[config.mk]
export PLATFORM = sky130hd
export DESIGN_NAME = mm_xfer_seq
export DESIGN_NICKNAME = d
export VERILOG_FILES = /design/src/rtl/mm_pkg.sv /design/src/rtl/mm_prio_enc.sv /design/src/rtl/mm_xfer_seq.sv
export SDC_FILE = /design/constraint.sdc
export NUM_CORES = 1
export LEC_CHECK = 0
export CAP_MARGIN = 10
export CORE_ASPECT_RATIO = 1.1
export CORE_MARGIN = 3
export CORE_UTILIZATION = 55
export CTS_CLUSTER_SIZE = 28
export DETAILED_ROUTE_END_ITERATION = 10
export PLACE_DENSITY = 0.88
export SLEW_MARGIN = 40
export SYNTH_ARGS = -nofsm -noshare
export SYNTH_HDL_FRONTEND = slang
export SYNTH_SLANG_ARGS = --single-unit
[constraint.sdc]
create_clock -name clk -period 4.35 [get_ports clk]
set_clock_uncertainty 0.2 [all_clocks]
set_input_delay 0.6525 -clock clk [delete_from_list [all_inputs] [get_ports clk]]
set_output_delay 0.6525 -clock clk [all_outputs]
set_load 0.05 [all_outputs]
[src/rtl/mm_pkg.sv]
// Shared definitions for the load/store-multiple sequencer: class decode,
// architectural register numbers, FSM state encoding and a popcount helper.
package mm_pkg;

  // Class decode: (instr16 & mask) == {opcode, zeros}
  localparam logic [15:0] MASK_LDMSTM  = 16'hF800;
  localparam logic [15:0] MASK_PUSHPOP = 16'hFE00;
  localparam logic [4:0]  OP_STM       = 5'b11000;
  localparam logic [4:0]  OP_LDM       = 5'b11001;
  localparam logic [6:0]  OP_PUSH      = 7'b1011010;
  localparam logic [6:0]  OP_POP       = 7'b1011110;

  localparam logic [3:0] REG_SP = 4'd13;
  localparam logic [3:0] REG_LR = 4'd14;
  localparam logic [3:0] REG_PC = 4'd15;

  // Widest possible transfer list: eight low registers plus LR/PC.
  localparam int unsigned MAX_LIST_BITS = 9;

  typedef enum logic [1:0] {
    StIdle = 2'd0,
    StXfer = 2'd1,
    StFin  = 2'd2
  } mm_state_e;

  function automatic logic [3:0] popcount9(input logic [MAX_LIST_BITS-1:0] v);
    logic [3:0] c;
    c = '0;
    for (int i = 0; i < int'(MAX_LIST_BITS); i++) begin
      c = c + {3'b000, v[i]};
    end
    return c;
  endfunction

endpackage

[src/rtl/mm_prio_enc.sv]
// Lowest-set-bit priority encoder: index of the lowest 1 and an any-set flag.
module mm_prio_enc #(
  parameter int unsigned WIDTH = 9,
  localparam int unsigned IdxW = $clog2(WIDTH)
) (
  input  logic [WIDTH-1:0] i_vec,
  output logic [IdxW-1:0]  o_idx,
  output logic             o_valid
);

  // Scan from the top down so the lowest set bit wins.
  always_comb begin
    o_idx   = '0;
    o_valid = |i_vec;
    for (int i = int'(WIDTH) - 1; i >= 0; i--) begin
      if (i_vec[i]) begin
        o_idx = IdxW'(i);
      end
    end
  end

endmodule

[src/rtl/mm_xfer_seq.sv]
// Multi-cycle LDM/STM/PUSH/POP sequencer: walks the register list, issues one
// word transfer per accepted cycle and reports the base writeback at the end.
module mm_xfer_seq
  import mm_pkg::*;
#(
  parameter int unsigned ADDR_W = 32,
  parameter int unsigned LIST_W = 8
) (
  input  logic              clk,
  input  logic              rst_n,
  input  logic              start,
  input  logic              is32,
  input  logic [15:0]       instr16,
  input  logic [ADDR_W-1:0] base_addr,
  input  logic              mem_ready,
  input  logic              abort,
  output logic              busy,
  output logic              stall_fetch,
  output logic              xfer_valid,
  output logic              xfer_write,
  output logic [ADDR_W-1:0] xfer_addr,
  output logic [3:0]        xfer_reg,
  output logic              wb_valid,
  output logic [3:0]        wb_reg,
  output logic [ADDR_W-1:0] wb_data,
  output logic              done
);

  localparam int unsigned ListBits = LIST_W + 1;
  localparam int unsigned CntW     = $clog2(LIST_W + 2);
  localparam int unsigned IdxW     = $clog2(ListBits);

  mm_state_e r_state, w_state_nxt;

  logic [LIST_W:0]     r_list;
  logic [CntW-1:0]     r_cnt;
  logic [ADDR_W-1:0]   r_addr;
  logic                r_write;
  logic [3:0]          r_extra_reg;
  logic                r_wb_en;
  logic [3:0]          r_wb_reg;
  logic [ADDR_W-1:0]   r_wb_data;

  logic                w_is_stm, w_is_ldm, w_is_push, w_is_pop, w_is_pp, w_class;
  logic                w_accept;
  logic [LIST_W:0]     w_list;
  logic [MAX_LIST_BITS-1:0] w_list9;
  logic [3:0]          w_n;
  logic [ADDR_W-1:0]   w_n4, w_base_dn, w_base_up;
  logic [2:0]          w_rn;
  logic                w_rn_in_list;
  logic                w_wb_en;
  logic [IdxW-1:0]     w_idx;
  logic                w_idx_valid;
  logic [LIST_W:0]     w_clr_mask;
  logic [3:0]          w_reg;
  logic                w_xfer_valid, w_fire, w_done, w_wb_valid;

  // Instruction class decode.
  assign w_is_stm  = (instr16 & MASK_LDMSTM)  == {OP_STM, 11'b0};
  assign w_is_ldm  = (instr16 & MASK_LDMSTM)  == {OP_LDM, 11'b0};
  assign w_is_push = (instr16 & MASK_PUSHPOP) == {OP_PUSH, 9'b0};
  assign w_is_pop  = (instr16 & MASK_PUSHPOP) == {OP_POP, 9'b0};
  assign w_is_pp   = w_is_push | w_is_pop;
  assign w_class   = w_is_stm | w_is_ldm | w_is_pp;

  // Abort in the same cycle as start also blocks acceptance.
  assign w_accept = start & ~is32 & (r_state == StIdle) & w_class & ~abort;

  // Top list bit stands for LR (PUSH) or PC (POP); never set for LDM/STM.
  assign w_list = {w_is_pp & instr16[8], instr16[LIST_W-1:0]};
  assign w_rn   = instr16[10:8];

  // Pack the list into the fixed-width popcount input.
  always_comb begin
    w_list9                 = '0;
    w_list9[LIST_W-1:0]     = instr16[LIST_W-1:0];
    w_list9[MAX_LIST_BITS-1] = w_is_pp & instr16[8];
  end

  assign w_n       = popcount9(w_list9);
  assign w_n4      = ADDR_W'({w_n, 2'b00});
  assign w_base_dn = base_addr - w_n4;
  assign w_base_up = base_addr + w_n4;

  // LDM suppresses writeback when the base register is itself loaded.
  always_comb begin
    w_rn_in_list = 1'b0;
    for (int i = 0; i < int'(LIST_W); i++) begin
      if ((w_rn == 3'(i)) && instr16[i]) begin
        w_rn_in_list = 1'b1;
      end
    end
  end

  // Empty list completes without writeback.
  assign w_wb_en = (w_n != 4'd0) &
                   (w_is_stm | w_is_pp | (w_is_ldm & ~w_rn_in_list));

  mm_prio_enc #(
    .WIDTH(ListBits)
  ) u_prio_enc (
    .i_vec  (r_list),
    .o_idx  (w_idx),
    .o_valid(w_idx_valid)
  );

  assign w_clr_mask = {{LIST_W{1'b0}}, 1'b1} << w_idx;
  assign w_reg      = (w_idx == IdxW'(LIST_W)) ? r_extra_reg : 4'(w_idx);

  // FSM state register.
  always_ff @(posedge clk or negedge rst_n) begin
    if (!rst_n) begin
      r_state <= StIdle;
    end else begin
      r_state <= w_state_nxt;
    end
  end

  // Next state and per-state strobes; abort beats mem_ready.
  always_comb begin
    w_state_nxt  = r_state;
    w_xfer_valid = 1'b0;
    w_fire       = 1'b0;
    w_done       = 1'b0;
    w_wb_valid   = 1'b0;
    unique case (r_state)
      StIdle: begin
        if (w_accept) begin
          w_state_nxt = (w_n == 4'd0) ? StFin : StXfer;
        end
      end
      StXfer: begin
        w_xfer_valid = 1'b1;
        if (abort) begin
          w_state_nxt = StIdle;
        end else if (mem_ready) begin
          w_fire = 1'b1;
          if (r_cnt == CntW'(1)) begin
            w_state_nxt = StFin;
          end
        end
      end
      StFin: begin
        w_state_nxt = StIdle;
        if (!abort) begin
          w_done     = 1'b1;
          w_wb_valid = r_wb_en;
        end
      end
      default: w_state_nxt = StIdle;
    endcase
  end

  // Latch the sequence on accept; retire one list bit per accepted transfer.
  always_ff @(posedge clk or negedge rst_n) begin
    if (!rst_n) begin
      r_list      <= '0;
      r_cnt       <= '0;
      r_addr      <= '0;
      r_write     <= 1'b0;
      r_extra_reg <= '0;
      r_wb_en     <= 1'b0;
      r_wb_reg    <= '0;
      r_wb_data   <= '0;
    end else if (w_accept) begin
      r_list      <= w_list;
      r_cnt       <= CntW'(w_n);
      r_addr      <= w_is_push ? w_base_dn : base_addr;
      r_write     <= w_is_stm | w_is_push;
      r_extra_reg <= w_is_push ? REG_LR : REG_PC;
      r_wb_en     <= w_wb_en;
      r_wb_reg    <= w_is_pp ? REG_SP : {1'b0, w_rn};
      r_wb_data   <= w_is_push ? w_base_dn : w_base_up;
    end else if (w_fire) begin
      r_list <= r_list & ~w_clr_mask;
      r_cnt  <= r_cnt - CntW'(1);
      r_addr <= r_addr + ADDR_W'(4);
    end
  end

  // Outputs are gated by state so idle and reset present all zeros.
  assign busy        = (r_state != StIdle);
  assign stall_fetch = busy;
  assign xfer_valid  = w_xfer_valid;
  assign xfer_write  = w_xfer_valid & r_write;
  assign xfer_addr   = w_xfer_valid ? r_addr : '0;
  assign xfer_reg    = (w_xfer_valid & w_idx_valid) ? w_reg : '0;
  assign wb_valid    = w_wb_valid;
  assign wb_reg      = w_wb_valid ? r_wb_reg : '0;
  assign wb_data     = w_wb_valid ? r_wb_data : '0;
  assign done        = w_done;

endmodule

==> Word-level counts from Yosys, hierarchy flattened <==
Cells that the tools add are included.
{ "totals": {"latch_bits": 0, "mem_count": 0, "ram_bits": 0, "word_cells": 122, "input_bits": 54, "register_bits": 89, "romBits": 0, "out_inout_bits": 78} }
{ "op_classes": {"mux": 46, "bitwise": 20, "magnitude_cmp": 0, "reduce_logical": 16, "n_div": 0, "mul": 0, "n_addsub": 12, "eq_ne": 18, "shifts": 1} }
{ "ops": {"columns": ["op", "n"], "rows": [
  ["$mux 32", 6],
  ["$mux 4", 15],
  ["$add 32x3->32 const B", 1],
  ["$add 32x6->32", 1],
  ["$sub 32x6->32", 1],
  ["$add 4x1->4", 5],
  ["$mux 9", 2],
  ["$mux 1", 17],
  ["$eq 7x7->1 const B", 2],
  ["$eq 3x3->1 const B", 4],
  ["$eq 5x5->1 const B", 2],
  ["$mux 2", 5],
  ["$and 1x1->1", 9],
  ["$and 9x9->9", 1],
  ["$not 9->9", 1],
  ["$reduce_or 9->1", 1],
  ["$shl 1x4->9 const A", 1],
  ["$logic_and 1x1->1", 8],
  ["$eq 3x2->1 const B", 2],
  ["$ne 3x3->1 const B", 2],
  ["$or 1x1->1", 6],
  ["$add 3x1->4", 1],
  ["$eq 4x1->1 const B", 1],
  ["$eq 4x4->1 const B", 1],
  ["15 further kinds", 18]
]} }

==> Logic depth before layout (Yosys ltp) <==
{ "logic_depth": {"ltp_word": 14, "mapped_depth": 19, "mapped_depth_nobuf": 17} }

==> By module <==
Synthesis repeated with hierarchy kept, for this count alone.
{ "unflattened": {"cells_unflattened": 874, "hier_area_um2": 7133.1} }
{ "modules_own_cells": {"columns": ["mod", "cells_each", "instances", "seq_area_each_um2", "area_per_inst_um2"], "rows": [
  ["mm_xfer_seq", 860, 1, 2177.1, 7036.7],
  ["mm_prio_enc", 14, 1, 0.0, 96.3]
]} }

==> Least setup slack after synthesis <==
Ideal clock, no wire load.
{ "synth_timing": {"path_kind": "in2reg", "start": "input port instr16[0]", "end": "register r_wb_data[14]", "setup_time_ps": 125, "cell_stages": 16, "n_path_buf": 1, "t_required_ps": 4025, "slack_ps": -1260, "arrival_time_ps": 5285, "path_cell_list": "fa_1 inv_1 fa_1 fa_1 fa_1 fa_1 xor2_1 inv_1 ha_1 clkbuf_1 a211oi_1 nor3_1 nand2_1 o31ai_1 xor2_1 mux2_2"} }
{ "synth_between": {"elab_chain_cells": 10} }
{ "synth_lines": {"columns": ["item", "line_no", "rtl"], "rows": [
  ["start, declared", "mm_xfer_seq.sv:13", "input logic [15:0] instr16,"],
  ["$add 1x1->2 *", "mm_pkg.sv:30", "c = c + {3'b000, v[i]};"],
  ["$add 2x1->3 *", "mm_pkg.sv:30", null],
  ["$add 3x1->4 *", "mm_pkg.sv:30", null],
  ["$add 4x1->4 * (5 in a row)", "mm_pkg.sv:30", null],
  ["$add 32x6->32 / $sub 32x6->32 (equally long branches)", "mm_xfer_seq.sv:84, mm_xfer_seq.sv:83", null],
  ["$mux 32 *", "mm_xfer_seq.sv:174", "r_wb_data <= w_is_push ? w_base_dn : w_base_up;"],
  ["end signal, assigned", "mm_xfer_seq.sv:174", null],
  ["end, declared", "mm_xfer_seq.sv:42", "logic [ADDR_W-1:0] r_wb_data;"]
]} }
Mark *: on every way between the ends. The rest lies on a longest branch, timed or not.
A chain may end at the register's enable or synchronous reset.

==> Worst setup path in the final report <==
{ "layout_timing": {"start": "input port instr16[0]", "end": "register r_wb_data[29]"} }
The elaborated chain is that of the path after synthesis.

==> results.cfg <==
[run_status]
status = complete, but fails checks
violations = setup timing

[sta]
final.setup.worst_slack_ns = -0.6962
holdWs_ns = 0.1031
finalMaxSlewViolations = 0
report.final.setup_viol = 56
timing.final.crit_share_pct = 116.0
clock.fmax_ghz = 0.1982
timing.setup.tns_ns = -30.75
hold_viol_final = 0
fin_crit_ns = 5.046
rsz0062_at_grt = yes
tightest_slew_ns = 0.8639
slew_headroom_pct = 42.20

[die]
start_util_pct = 56.78
io-pin-count = 132
placementRows = 41
coreArea_mm2 = 0.01154
fp.dieH_um = 120.5
dieArea_mm2 = 0.01326
fp.dieW_um = 110.1

[placement]
dpl_worst_slack_ns = -1.434
dpl_cell_area_mm2 = 0.008476
io_buffer_count = 131
dpl.hpwl_um = 15420
gp_congestion = 0.9441

[synthesis]
async_flop_share_pct = 100.0
synthesis.area_mm2 = 0.006554
yosys-top-cells-area = dfrtp_1 33%, xnor2_1 6.1%, nand2_1 5.3%
synthTopCellsByCount = 92 x nand2_1, 87 x dfrtp_1, 54 x nor2_1
synth_cell_types = 70
ys_warn_count = 0
synth-seq-cells = 87
synthCells = 788
yosysTopAreaCell = dfrtp_1
syn_avg_cell_area_um2 = 8.317
synth_nets = 861
synth.most_common_cell = nand2_1
synth_edf_count = 0
synth-seq-area-share_pct = 33.22
ys.flop_type = dfrtp_1
synth_top_cell_area_share_pct = 33.22

[power]
power_leakage_uw = 0.004100
swShare_pct = 36.35
power_density_mw_per_mm2 = 322.9
p_clk_share_pct = 26.3
p_sw_uw = 1122
ir_drop_v = 0.0004116
p_int_uw = 1965
comb_power_share_pct = 38.2
power_uw = 3087
p_seq_share_pct = 35.6

[worst_setup_path]
worst_r2r_path_depth = 7
worstSetupStartpointType = input pin
cp.required_ns = 4.40
arrival_ns = 5.09
crit_path_max_fanout = 7
rrSetupSlack_ns = 1.47
crit-reg2reg-capture = r_addr[3]
timing.rr.start = r_state[0]
cp-end-kind = register
path_class = in2reg

[route]
drtIter0Drc = 1230
dr.pass1.iters = 8
wl_um = 27180
avgViaCountPerCell = 6.922
post_drt_wl_per_cell_um = 24.11
vias = 7801
route.detailed.drc = 0
ant_nets = 0

[clock_network]
clockBufferDepth = 2
cts_tree = yes
cts_made_buffers = 9
hold_buffers = 0
ctsRootBufferMaster = clkbuf_16
clk_latency_ns = 0.36
cts_max_level = 3
path_clk_slew_ns = 0.07
clock-sinks = 87

[min_path]
hp-class = in2async

[finish]
multi_input_area_mm2 = 0.004770
final-seq-area_mm2 = 0.002177
reg_top3 = r_addr x32, r_wb_data x32, r_list x9
area_delta_synth_final_pct = 45.86
drive_gt1_share_pct = 26.51
fill_cells = 597
nets = 1045
diodes = 0
finish.instance_area_mm2 = 0.009559

[global_routing]
grtUsageTotal_pct = 37.09
grt_pass1_vias = 7073
antenna_found_initial = 0
grt_pass1_wl_um = 38300
grt_start_max_net_pins = 69
grt_overflow = 0

[run]
max_cap_viol_count = 0
-- metrics by stage --
step           util [%]  instances
6_report          82.82       1127
5_1_grt           82.82       1127
4_1_cts           80.50       1118
3_5_place_dp      73.43       1092
3_3_place_gp      73.40       1092
2_1_floorplan         -        788
-- worst max-delay path by stage --
stage	start	end	slack, ns	cells past startpoint
4_1_cts	instr16[0]	r_wb_data[10]	-0.63	15
3_3_place_gp	instr16[0]	r_addr[25]	-1.38	17
6_report	instr16[0]	r_wb_data[29]	-0.70	15
3_5_place_dp	instr16[0]	r_addr[25]	-1.43	17
5_1_grt	instr16[0]	r_wb_data[30]	-0.79	17
2_1_floorplan	instr16[0]	r_wb_data[29]	-0.81	17
-- area by class of cell --
class | count | share of cell area, %
Clock buffer | 13 | 2.618
Clock inverter | 3 | 0.4450
Inverter | 26 | 1.047
Multi-Input combinational cell | 622 | 49.90
Sequential cell | 87 | 22.77
Tap cell | 150 | 1.963
Timing Repair Buffer | 226 | 21.26
-- metal layers --
metal | up-vias | share of wire, % | track usage [%]
met2 | 810 | 44 | 57.28
met1 | 3585 | 34 | 49.58
met4 | 0 | 7.4 | 18.86
met5 | - | 0 | 0
li1 | 3185 | - | -
met3 | 221 | 14 | 6.674
-- power by group through the flow --
stage	clock network (µW)	registers, µW	logic [µW]
floorplan	0	1050	522
global placement	0	1080	819
detailed placement	0	1090	842
CTS	782	1080	1030
global route	828	1110	1240
finish	811	1100	1180
-- kinds of logic after synthesis --
| family | count (synthesis) | share of synthesized area, % |
|---|---|---|
| xor gates and xnor gates | 71 | 9.488 |
| muxes | 10 | 1.985 |
| adders and majority gates | 19 | 4.429 |
| buffers and inverters | 80 | 4.925 |
| DFF | 87 | 33.22 |
| and+or+nand+nor | 364 | 29.44 |
| AOI/OAI and AO/OA | 157 | 16.51 |
-- cells in the final DEF, fill, tap and decap left out, types with 5 or more instances in the layout --
master,count
buf_6,15
o211ai_1,6
clkdlybuf4s50_1,99
o21ai_1,22
inv_1,21
nor2_4,5
buf_4,102
nor2_1,45
nor3_1,17
a221o_1,9
xor2_1,21
nand3_1,24
a21oi_1,14
nand2_1,90
nand4_1,21
xnor2_1,39
nor3_4,8
o31ai_1,6
o21ai_0,26
and4_1,6
clkbuf_16,9
xnor2_2,7
ha_1,8
and3_1,46
nor3_2,8
and2_1,35
or2_2,5
dfrtp_1,87
-- worst max-delay path: stages --
cell      delay (ns)
buf_8           0.10
fa_1            0.54
inv_2           0.05
fa_1            0.57
fa_1            0.45
fa_2            0.38
fa_2            0.60
inv_4           0.07
ha_4            0.30
o21bai_4        0.09
a22o_1          0.26
or2_4           0.33
o32ai_2         0.31
xor2_1          0.12
mux2_2          0.27
-- repair_timing --
action	CTS	global route
gates cloned	1	0
gates resized for setup	122	37
pin swaps	66	32
endpoints found under the setup margin	58	57
buffers inserted	9	11
No activity file was read; power rests on OpenSTA's default activity.
